===== config.mk =====
export PLATFORM = sky130hd
export DESIGN_NAME = mioc_dram_seq_flat
export DESIGN_NICKNAME = d
export VERILOG_FILES = /design/src/rtl/mioc_dram_seq_pkg.sv /design/src/rtl/mioc_dram_seq_if.sv /design/src/rtl/mioc_dram_seq_ref_ext.sv /design/src/rtl/mioc_dram_seq.sv /design/src/flat_wrapper.sv
export SDC_FILE = /design/constraint.sdc
export NUM_CORES = 1
export LEC_CHECK = 0
export ABC_AREA = 1
export CAP_MARGIN = 15
export CORE_MARGIN = 1.5
export CORE_UTILIZATION = 40
export CTS_BUF_LIST = sky130_fd_sc_hd__clkbuf_16
export CTS_CLUSTER_SIZE = 8
export DETAILED_ROUTE_END_ITERATION = 6
export GPL_TIMING_DRIVEN = 0
export PLACE_DENSITY = 0.68
export REMOVE_ABC_BUFFERS = 1
export SYNTH_ARGS = -nofsm -noshare
export SYNTH_HDL_FRONTEND = slang
export SYNTH_SLANG_ARGS = --single-unit

===== constraint.sdc =====
create_clock -name B_PHI -period 4 [get_ports B_PHI]
set_clock_uncertainty 0.1 [all_clocks]
set_input_delay 0.8 -clock B_PHI [delete_from_list [all_inputs] [get_ports B_PHI]]
set_output_delay 0.8 -clock B_PHI [all_outputs]
set_load 0.005 [all_outputs]

===== src/rtl/mioc_dram_seq_pkg.sv =====
// rtl/mioc_dram_seq_pkg.sv - shared constants for the MIOC DRAM strobe sequencer
// Purpose : FSM state encodings, precharge counter width and default sizes
//           shared by the sequencer, its interface and the refresh extender.
// Ports   : none (package)
package mioc_dram_seq_pkg;

  // 3-bit encodings kept as plain constants so they match the legacy logic.
  localparam logic [2:0] ST_IDLE = 3'd0;
  localparam logic [2:0] ST_ROW  = 3'd1;
  localparam logic [2:0] ST_COL  = 3'd2;
  localparam logic [2:0] ST_CAS  = 3'd3;
  localparam logic [2:0] ST_REF  = 3'd4;
  localparam logic [2:0] ST_PRE  = 3'd5;

  // Wide enough for the largest precharge length (7 cycles).
  localparam int PRE_CNT_W = 3;

  localparam int DEF_N_BANKS   = 2;
  localparam int DEF_BANK_W    = 1;
  localparam int DEF_REF_XBITS = 1;

endpackage


===== src/rtl/mioc_dram_seq_if.sv =====
// rtl/mioc_dram_seq_if.sv - buffered Z80 bus in, DRAM strobes out
// Purpose : bundles the bus-side inputs and DRAM-side outputs of the sequencer.
// Ports   : BMREQ_N, BRD_N, N_BWR, BRFSH_N, BA6, RAM_EN, BANK, CPU_RAX (to the
//           sequencer); RA_X, RAS_N, CAS_N, MUX (from the sequencer).
//           master = bus/decode side, slave = sequencer.
interface mioc_dram_seq_if #(
  parameter int N_BANKS   = mioc_dram_seq_pkg::DEF_N_BANKS,
  parameter int BANK_W    = mioc_dram_seq_pkg::DEF_BANK_W,
  parameter int REF_XBITS = mioc_dram_seq_pkg::DEF_REF_XBITS
);
  logic                 BMREQ_N;
  logic                 BRD_N;
  logic                 N_BWR;
  logic                 BRFSH_N;
  logic                 BA6;
  logic                 RAM_EN;
  logic [BANK_W-1:0]    BANK;
  logic [REF_XBITS-1:0] CPU_RAX;
  logic [REF_XBITS-1:0] RA_X;
  logic                 RAS_N;
  logic [N_BANKS-1:0]   CAS_N;
  logic                 MUX;

  modport master (
    output BMREQ_N, BRD_N, N_BWR, BRFSH_N, BA6, RAM_EN, BANK, CPU_RAX,
    input  RA_X, RAS_N, CAS_N, MUX
  );

  modport slave (
    input  BMREQ_N, BRD_N, N_BWR, BRFSH_N, BA6, RAM_EN, BANK, CPU_RAX,
    output RA_X, RAS_N, CAS_N, MUX
  );
endinterface


===== src/rtl/mioc_dram_seq_ref_ext.sv =====
// rtl/mioc_dram_seq_ref_ext.sv - refresh row extension above Z80 R[6:0]
// Purpose : counts wraps of the Z80 7-bit refresh counter (seen as BA6 falling
//           between successive refreshes) and drives the extended row bits.
// Ports   : clk, rst        clock, synchronous active-high reset
//           ref_entry       pulse on the edge that enters a refresh cycle
//           in_ref          sequencer is currently in a refresh cycle
//           ba6             bus address bit 6 (R[6] during refresh)
//           cpu_rax         CPU row bits for normal accesses
//           ra_x            extended row address (combinational)
module mioc_ref_ext #(
  parameter int REF_XBITS = mioc_dram_seq_pkg::DEF_REF_XBITS
) (
  input  logic                 clk,
  input  logic                 rst,
  input  logic                 ref_entry,
  input  logic                 in_ref,
  input  logic                 ba6,
  input  logic [REF_XBITS-1:0] cpu_rax,
  output logic [REF_XBITS-1:0] ra_x
);

  logic [REF_XBITS-1:0] ref_cnt;
  logic                 last_ba6;

  always_ff @(posedge clk) begin
    if (rst) begin
      ref_cnt  <= '0;
      last_ba6 <= 1'b0;
    end else if (ref_entry) begin
      // R[6] going 1 -> 0 between two refreshes means R[6:0] wrapped.
      if (last_ba6 && !ba6) begin
        ref_cnt <= ref_cnt + REF_XBITS'(1);
      end
      last_ba6 <= ba6;
    end
  end

  assign ra_x = in_ref ? ref_cnt : cpu_rax;

endmodule


===== src/rtl/mioc_dram_seq.sv =====
// rtl/mioc_dram_seq.sv - parametrised DRAM RAS/CAS/MUX strobe sequencer
// Purpose : turns the buffered Z80 memory cycle into RAS_N, per-bank CAS_N and
//           MUX, with RAS-only refresh using an extended row counter.
// Ports   : B_PHI           clock, all state changes on the rising edge
//           RST             synchronous reset, active-high
//           bus (slave)     Z80 bus inputs, decode inputs, DRAM strobe outputs
//           REF_LATE        sticky refresh-overdue flag (MIOC_REF_WDOG_EN only)
// Config  : define MIOC_REF_WDOG_EN to build the refresh watchdog and REF_LATE.
module mioc_dram_seq
  import mioc_dram_seq_pkg::*;
#(
  parameter int N_BANKS       = DEF_N_BANKS,
  parameter int BANK_W        = DEF_BANK_W,
  parameter int REF_XBITS     = DEF_REF_XBITS,
  parameter int PRECHARGE_CYC = 1,
  parameter int REF_TIMEOUT   = 64
) (
  input  logic B_PHI,
  input  logic RST,
  mioc_dram_seq_if.slave bus
`ifdef MIOC_REF_WDOG_EN
  ,
  output logic REF_LATE
`endif
);

  if (PRECHARGE_CYC < 1 || PRECHARGE_CYC > 7 || REF_TIMEOUT < 1 ||
      (1 << BANK_W) < N_BANKS) begin : g_bad_param
    $error("mioc_dram_seq: parameter out of range");
  end

  logic [2:0]           state;
  logic [2:0]           next_state;
  logic [PRE_CNT_W-1:0] pre_cnt;
  logic [N_BANKS-1:0]   cas_sel_n;
  logic                 ref_entry;
  logic                 access;

  assign access    = !bus.BRD_N || !bus.N_BWR;
  assign ref_entry = (state == ST_IDLE) && (next_state == ST_REF);

  // Only BMREQ_N ends a cycle; BRFSH_N is looked at solely from IDLE.
  always_comb begin
    next_state = state;
    case (state)
      ST_IDLE: begin
        if (!bus.BMREQ_N) begin
          if (!bus.BRFSH_N)   next_state = ST_REF;
          else if (bus.RAM_EN) next_state = ST_ROW;
        end
      end
      ST_ROW:  next_state = bus.BMREQ_N ? ST_PRE : ST_COL;
      ST_COL: begin
        if (bus.BMREQ_N)  next_state = ST_PRE;
        else if (access)  next_state = ST_CAS;
      end
      ST_CAS:  if (bus.BMREQ_N) next_state = ST_PRE;
      ST_REF:  if (bus.BMREQ_N) next_state = ST_PRE;
      ST_PRE: begin
        if (pre_cnt == PRE_CNT_W'(PRECHARGE_CYC - 1)) next_state = ST_IDLE;
      end
      default: next_state = ST_IDLE;
    endcase
  end

  // Out-of-range BANK values match no bit, so no CAS fires.
  always_comb begin
    cas_sel_n = '1;
    for (int i = 0; i < N_BANKS; i++) begin
      cas_sel_n[i] = (bus.BANK != BANK_W'(i));
    end
  end

  // Strobes are registered from next_state so they change on the same edge
  // as the state that owns them.
  always_ff @(posedge B_PHI) begin
    if (RST) begin
      state     <= ST_IDLE;
      pre_cnt   <= '0;
      bus.RAS_N <= 1'b1;
      bus.CAS_N <= '1;
      bus.MUX   <= 1'b0;
    end else begin
      state     <= next_state;
      pre_cnt   <= (state == ST_PRE) ? pre_cnt + PRE_CNT_W'(1) : '0;
      bus.RAS_N <= !((next_state == ST_ROW) || (next_state == ST_COL) ||
                     (next_state == ST_CAS) || (next_state == ST_REF));
      bus.MUX   <= (next_state == ST_COL) || (next_state == ST_CAS);
      bus.CAS_N <= (next_state == ST_CAS) ? cas_sel_n : '1;
    end
  end

  mioc_ref_ext #(
    .REF_XBITS (REF_XBITS)
  ) u_ref_ext (
    .clk       (B_PHI),
    .rst       (RST),
    .ref_entry (ref_entry),
    .in_ref    (state == ST_REF),
    .ba6       (bus.BA6),
    .cpu_rax   (bus.CPU_RAX),
    .ra_x      (bus.RA_X)
  );

`ifdef MIOC_REF_WDOG_EN
  localparam int WD_W = $clog2(REF_TIMEOUT + 1);

  logic [WD_W-1:0] wd_cnt;

  always_ff @(posedge B_PHI) begin
    if (RST) begin
      wd_cnt   <= '0;
      REF_LATE <= 1'b0;
    end else begin
      if (ref_entry) begin
        wd_cnt <= '0;
      end else if (wd_cnt != WD_W'(REF_TIMEOUT)) begin
        wd_cnt <= wd_cnt + WD_W'(1);
      end
      if (wd_cnt == WD_W'(REF_TIMEOUT)) begin
        REF_LATE <= 1'b1;
      end
    end
  end
`endif

endmodule


===== src/flat_wrapper.sv =====
// flat-port wrapper written by rule: the top's interface ports become plain ports
module mioc_dram_seq_flat import mioc_dram_seq_pkg::*;
#(
  parameter int N_BANKS       = DEF_N_BANKS,
  parameter int BANK_W        = DEF_BANK_W,
  parameter int REF_XBITS     = DEF_REF_XBITS,
  parameter int PRECHARGE_CYC = 1,
  parameter int REF_TIMEOUT   = 64
)
  (B_PHI, RST, bus_BMREQ_N, bus_BRD_N, bus_N_BWR, bus_BRFSH_N, bus_BA6, bus_RAM_EN, bus_BANK, bus_CPU_RAX, bus_RA_X, bus_RAS_N, bus_CAS_N, bus_MUX);
  mioc_dram_seq_if #(.N_BANKS(N_BANKS), .BANK_W(BANK_W), .REF_XBITS(REF_XBITS)) bus_i ();
  input  logic B_PHI;
  input  logic RST;
  input wire logic [$bits(bus_i.BMREQ_N)-1:0] bus_BMREQ_N;
  input wire logic [$bits(bus_i.BRD_N)-1:0] bus_BRD_N;
  input wire logic [$bits(bus_i.N_BWR)-1:0] bus_N_BWR;
  input wire logic [$bits(bus_i.BRFSH_N)-1:0] bus_BRFSH_N;
  input wire logic [$bits(bus_i.BA6)-1:0] bus_BA6;
  input wire logic [$bits(bus_i.RAM_EN)-1:0] bus_RAM_EN;
  input wire logic [$bits(bus_i.BANK)-1:0] bus_BANK;
  input wire logic [$bits(bus_i.CPU_RAX)-1:0] bus_CPU_RAX;
  output wire logic [$bits(bus_i.RA_X)-1:0] bus_RA_X;
  output wire logic [$bits(bus_i.RAS_N)-1:0] bus_RAS_N;
  output wire logic [$bits(bus_i.CAS_N)-1:0] bus_CAS_N;
  output wire logic [$bits(bus_i.MUX)-1:0] bus_MUX;
  assign bus_i.BMREQ_N = bus_BMREQ_N;
  assign bus_i.BRD_N = bus_BRD_N;
  assign bus_i.N_BWR = bus_N_BWR;
  assign bus_i.BRFSH_N = bus_BRFSH_N;
  assign bus_i.BA6 = bus_BA6;
  assign bus_i.RAM_EN = bus_RAM_EN;
  assign bus_i.BANK = bus_BANK;
  assign bus_i.CPU_RAX = bus_CPU_RAX;
  assign bus_RA_X = bus_i.RA_X;
  assign bus_RAS_N = bus_i.RAS_N;
  assign bus_CAS_N = bus_i.CAS_N;
  assign bus_MUX = bus_i.MUX;
  mioc_dram_seq #(.N_BANKS(N_BANKS), .BANK_W(BANK_W), .REF_XBITS(REF_XBITS), .PRECHARGE_CYC(PRECHARGE_CYC), .REF_TIMEOUT(REF_TIMEOUT)) u_core (.B_PHI(B_PHI), .RST(RST), .bus(bus_i));
endmodule

==> impl_results.md <==
* Status: completed
* Routed vias at 540
* Post-detail-place hpwl at 855 µm
* Port buffer count at 14
* Num rows at 13
* CTS Buffer Depth at 2
* Setup TNS Final at 0 ps
* Mapped Area at 584 µm²
* Synth area leaders: dfxtp_1 (41%), nand2_1 (13%), inv_1 (11%)
* Worst path slowest cell: clkdlybuf4s50_1
* Largest delay contributor family on the critical path: buffers and inverters
* Leading cell type by number of instances after synthesis: nand2_1
* Worst skew pair latency at 240 ps
* Core Region at 1330 µm²
* Clock Sink Count at 12
* Post-Syn Instances at 85
* DR iter-0 viols at 3
* Worst slew pin tran at 257 ps
* Most used DFF post-synth: dfxtp_1
* Total power at 0.363 mW
* Die Wd at 41.2 µm
* Initial Util at 43.8%
* DP Area at 743 µm²
* CTS buffer count at 3
* CP cell instances: clkdlybuf4s50_1 -> mux2_2 -> clkdlybuf4s50_1
* Cell Pwr Density at 443 nW/µm²
* Gpl congestion at 0.840
* Syn. warnings at 0
* Crit path top cell by count: clkdlybuf4s50_1
* Post-synth EDFFs at 0
* Synth Register Bits at 12
* Hold Buf Count CTS at 0
* First-pass GRT wire length at 1.66 mm
* Share of cells above drive strength 1 at 9.80%
* Seq/Total Area, Yosys at 41.1%
* Syn avg cell area at 6.87 µm²
* Top cell type's share of synthesized area at 41.1%
* H-tree depth at 1
* Setup violators final at 0
* Crit. End Element: primary output
* CP Class: in2out
* TritonRoute pass-1 iters at 3
* Routed WL per cell at 9.09 µm
* Pin count of the biggest net entering global routing at 8
* Hold_ws at 340 ps
* CTS tree: built
* Vias in the first global route at 439
* CP bufs+invs at 2
* Max Freq at 358 MHz
* Design Area, Final at 818 µm²
* Final wirelength at 1.06 mm
* # Max-Cap Violations at 0
* Io pins at 15
* Layout area overhead at 40.0%
* Tcrit/Tclk final at 69.7%
* CP max FO at 1
* Clock slew at reported path FFs at 40 ps
* Slew HR at 82.7%
* Post-CTS Setup Bufs at 0
* Initial antenna violation count at 0
* Post-CTS sizing at 0
* Fin crit period at 2790 ps
* CP startpoint kind: primary input
* Synth cell types at 17
* Antenna diodes at 0
* Die Area at 1700 µm²
* Vias per cell at 4.62
* Die H at 41.2 µm
* Ys async rst share at 0%
* RSZ-0062 raised after global routing: false
* Remaining DRCs at 0
* Global Route Usage Sum at 16.4%
* Root Buffer: clkbuf_16
* Critical path required time at 3100 ps
* Final hold viol count at 0
* Finished Core Util at 61.4%
* Max Slew Vio Count at 0
* Crit path DAT at 1890 ps
* Post-synth top cells: nand2_1 (20), inv_1 (17), dfxtp_1 (12), nor2_1 (12), nand3_1 (9)
* Leading area contributor after synthesis: dfxtp_1
* Type of the most critical hold path: reg2reg
* Leak Pwr at 0.392 nW
* Worst VDD drop at 0.000265 V
* Number of nets in the layout at 116
* DRT antenna net count at 0
* CP max stage delay at 450 ps
* Overflow after GRT at 0
## placed cells by master, fill, tap and decap left out, drive strengths merged
cell type | netlist | routed
o21ai | 1 | 1
o31ai | 1 | 1
clkbuf | 0 | 3
nand3 | 9 | 9
a21oi | 1 | 1
inv | 18 | 18
xnor2 | 1 | 1
nand4 | 1 | 1
nand2 | 20 | 20
dfxtp | 12 | 12
mux2 | 1 | 1
clkdlybuf4s50 | 0 | 14
nand3b | 1 | 1
or2 | 1 | 1
nor2 | 15 | 15
nor3 | 1 | 1
ha | 2 | 2
## worst register-to-register path, delay by kind of cell (launching register included)
kind	cells	cell delay, ps
buffers and inverters	3	150
and+or+nand+nor	7	620
adders and majority gates	1	130
DFF	1	310
## final cells by class
type                    count  area [µm²]
clock buffers               3        75.1
fillers                   138         515
inverters                  18        67.6
multi-input cells          55         277
flip-flops and latches     12         240
well taps                  15        18.8
repair buffers             14         140
## report_power, final
part	internal, mW	switching [mW]
registers	0.127	0.00468
clock network	0.130	0.0471
logic	0.0265	0.0281
## final timing paths
| kind | from | slack, ps | endpoint | cells past startpoint |
|---|---|---|---|---|
| worst max-delay path | bus_CPU_RAX | 1210 | bus_RA_X | 3 |
| worst max register to register | u_core.pre_cnt[0]$_SDFF_PP0_ | 2580 | u_core.bus.RAS_N$_SDFF_PP1_ | 11 |
| worst min-delay path | u_core.pre_cnt[0]$_SDFF_PP0_ | 340 | u_core.pre_cnt[0]$_SDFF_PP0_ | 1 |
| worst min register to register | u_core.pre_cnt[0]$_SDFF_PP0_ | 340 | u_core.pre_cnt[0]$_SDFF_PP0_ | 1 |
## state kept, by name, indices dropped and copies added (netlist names)
register,cells
u_core.bus.RAS_N,1
u_core.bus.MUX,1
u_core.state,3
u_core.bus.CAS_N,2
u_core.u_ref_ext.ref_cnt,1
u_core.pre_cnt,3
u_core.u_ref_ext.last_ba6,1
## through the flow
step | cells | worst slack, ps
after floorplan | 85 | 2050
after global placement | 114 | 1210
after detailed placement | 114 | 1200
after CTS | 117 | 1200
after global routing | 117 | 1170
final | 117 | 1210
## logic make-up after synthesis
| family | after synthesis | share of synthesized area [%] |
|---|---|---|
| compound gates | 3 | 3.00 |
| fa+ha+maj | 2 | 4.28 |
| xor+xnor | 1 | 1.50 |
| mux | 1 | 1.93 |
| simple gates | 48 | 36.6 |
| buf+inv | 18 | 11.6 |
| flops | 12 | 41.1 |
## routing by layer
metal  vias to the layer above  global-route usage (%)  routed length, µm
met2                         6                    28.9                553
met3                         0                    9.78                 38
met4                         0                    7.26                  0
met5                         -                       0                  0
met1                       241                    15.0                472
li1                        293                       -                  -
No activity file was read; power rests on OpenSTA's default activity.
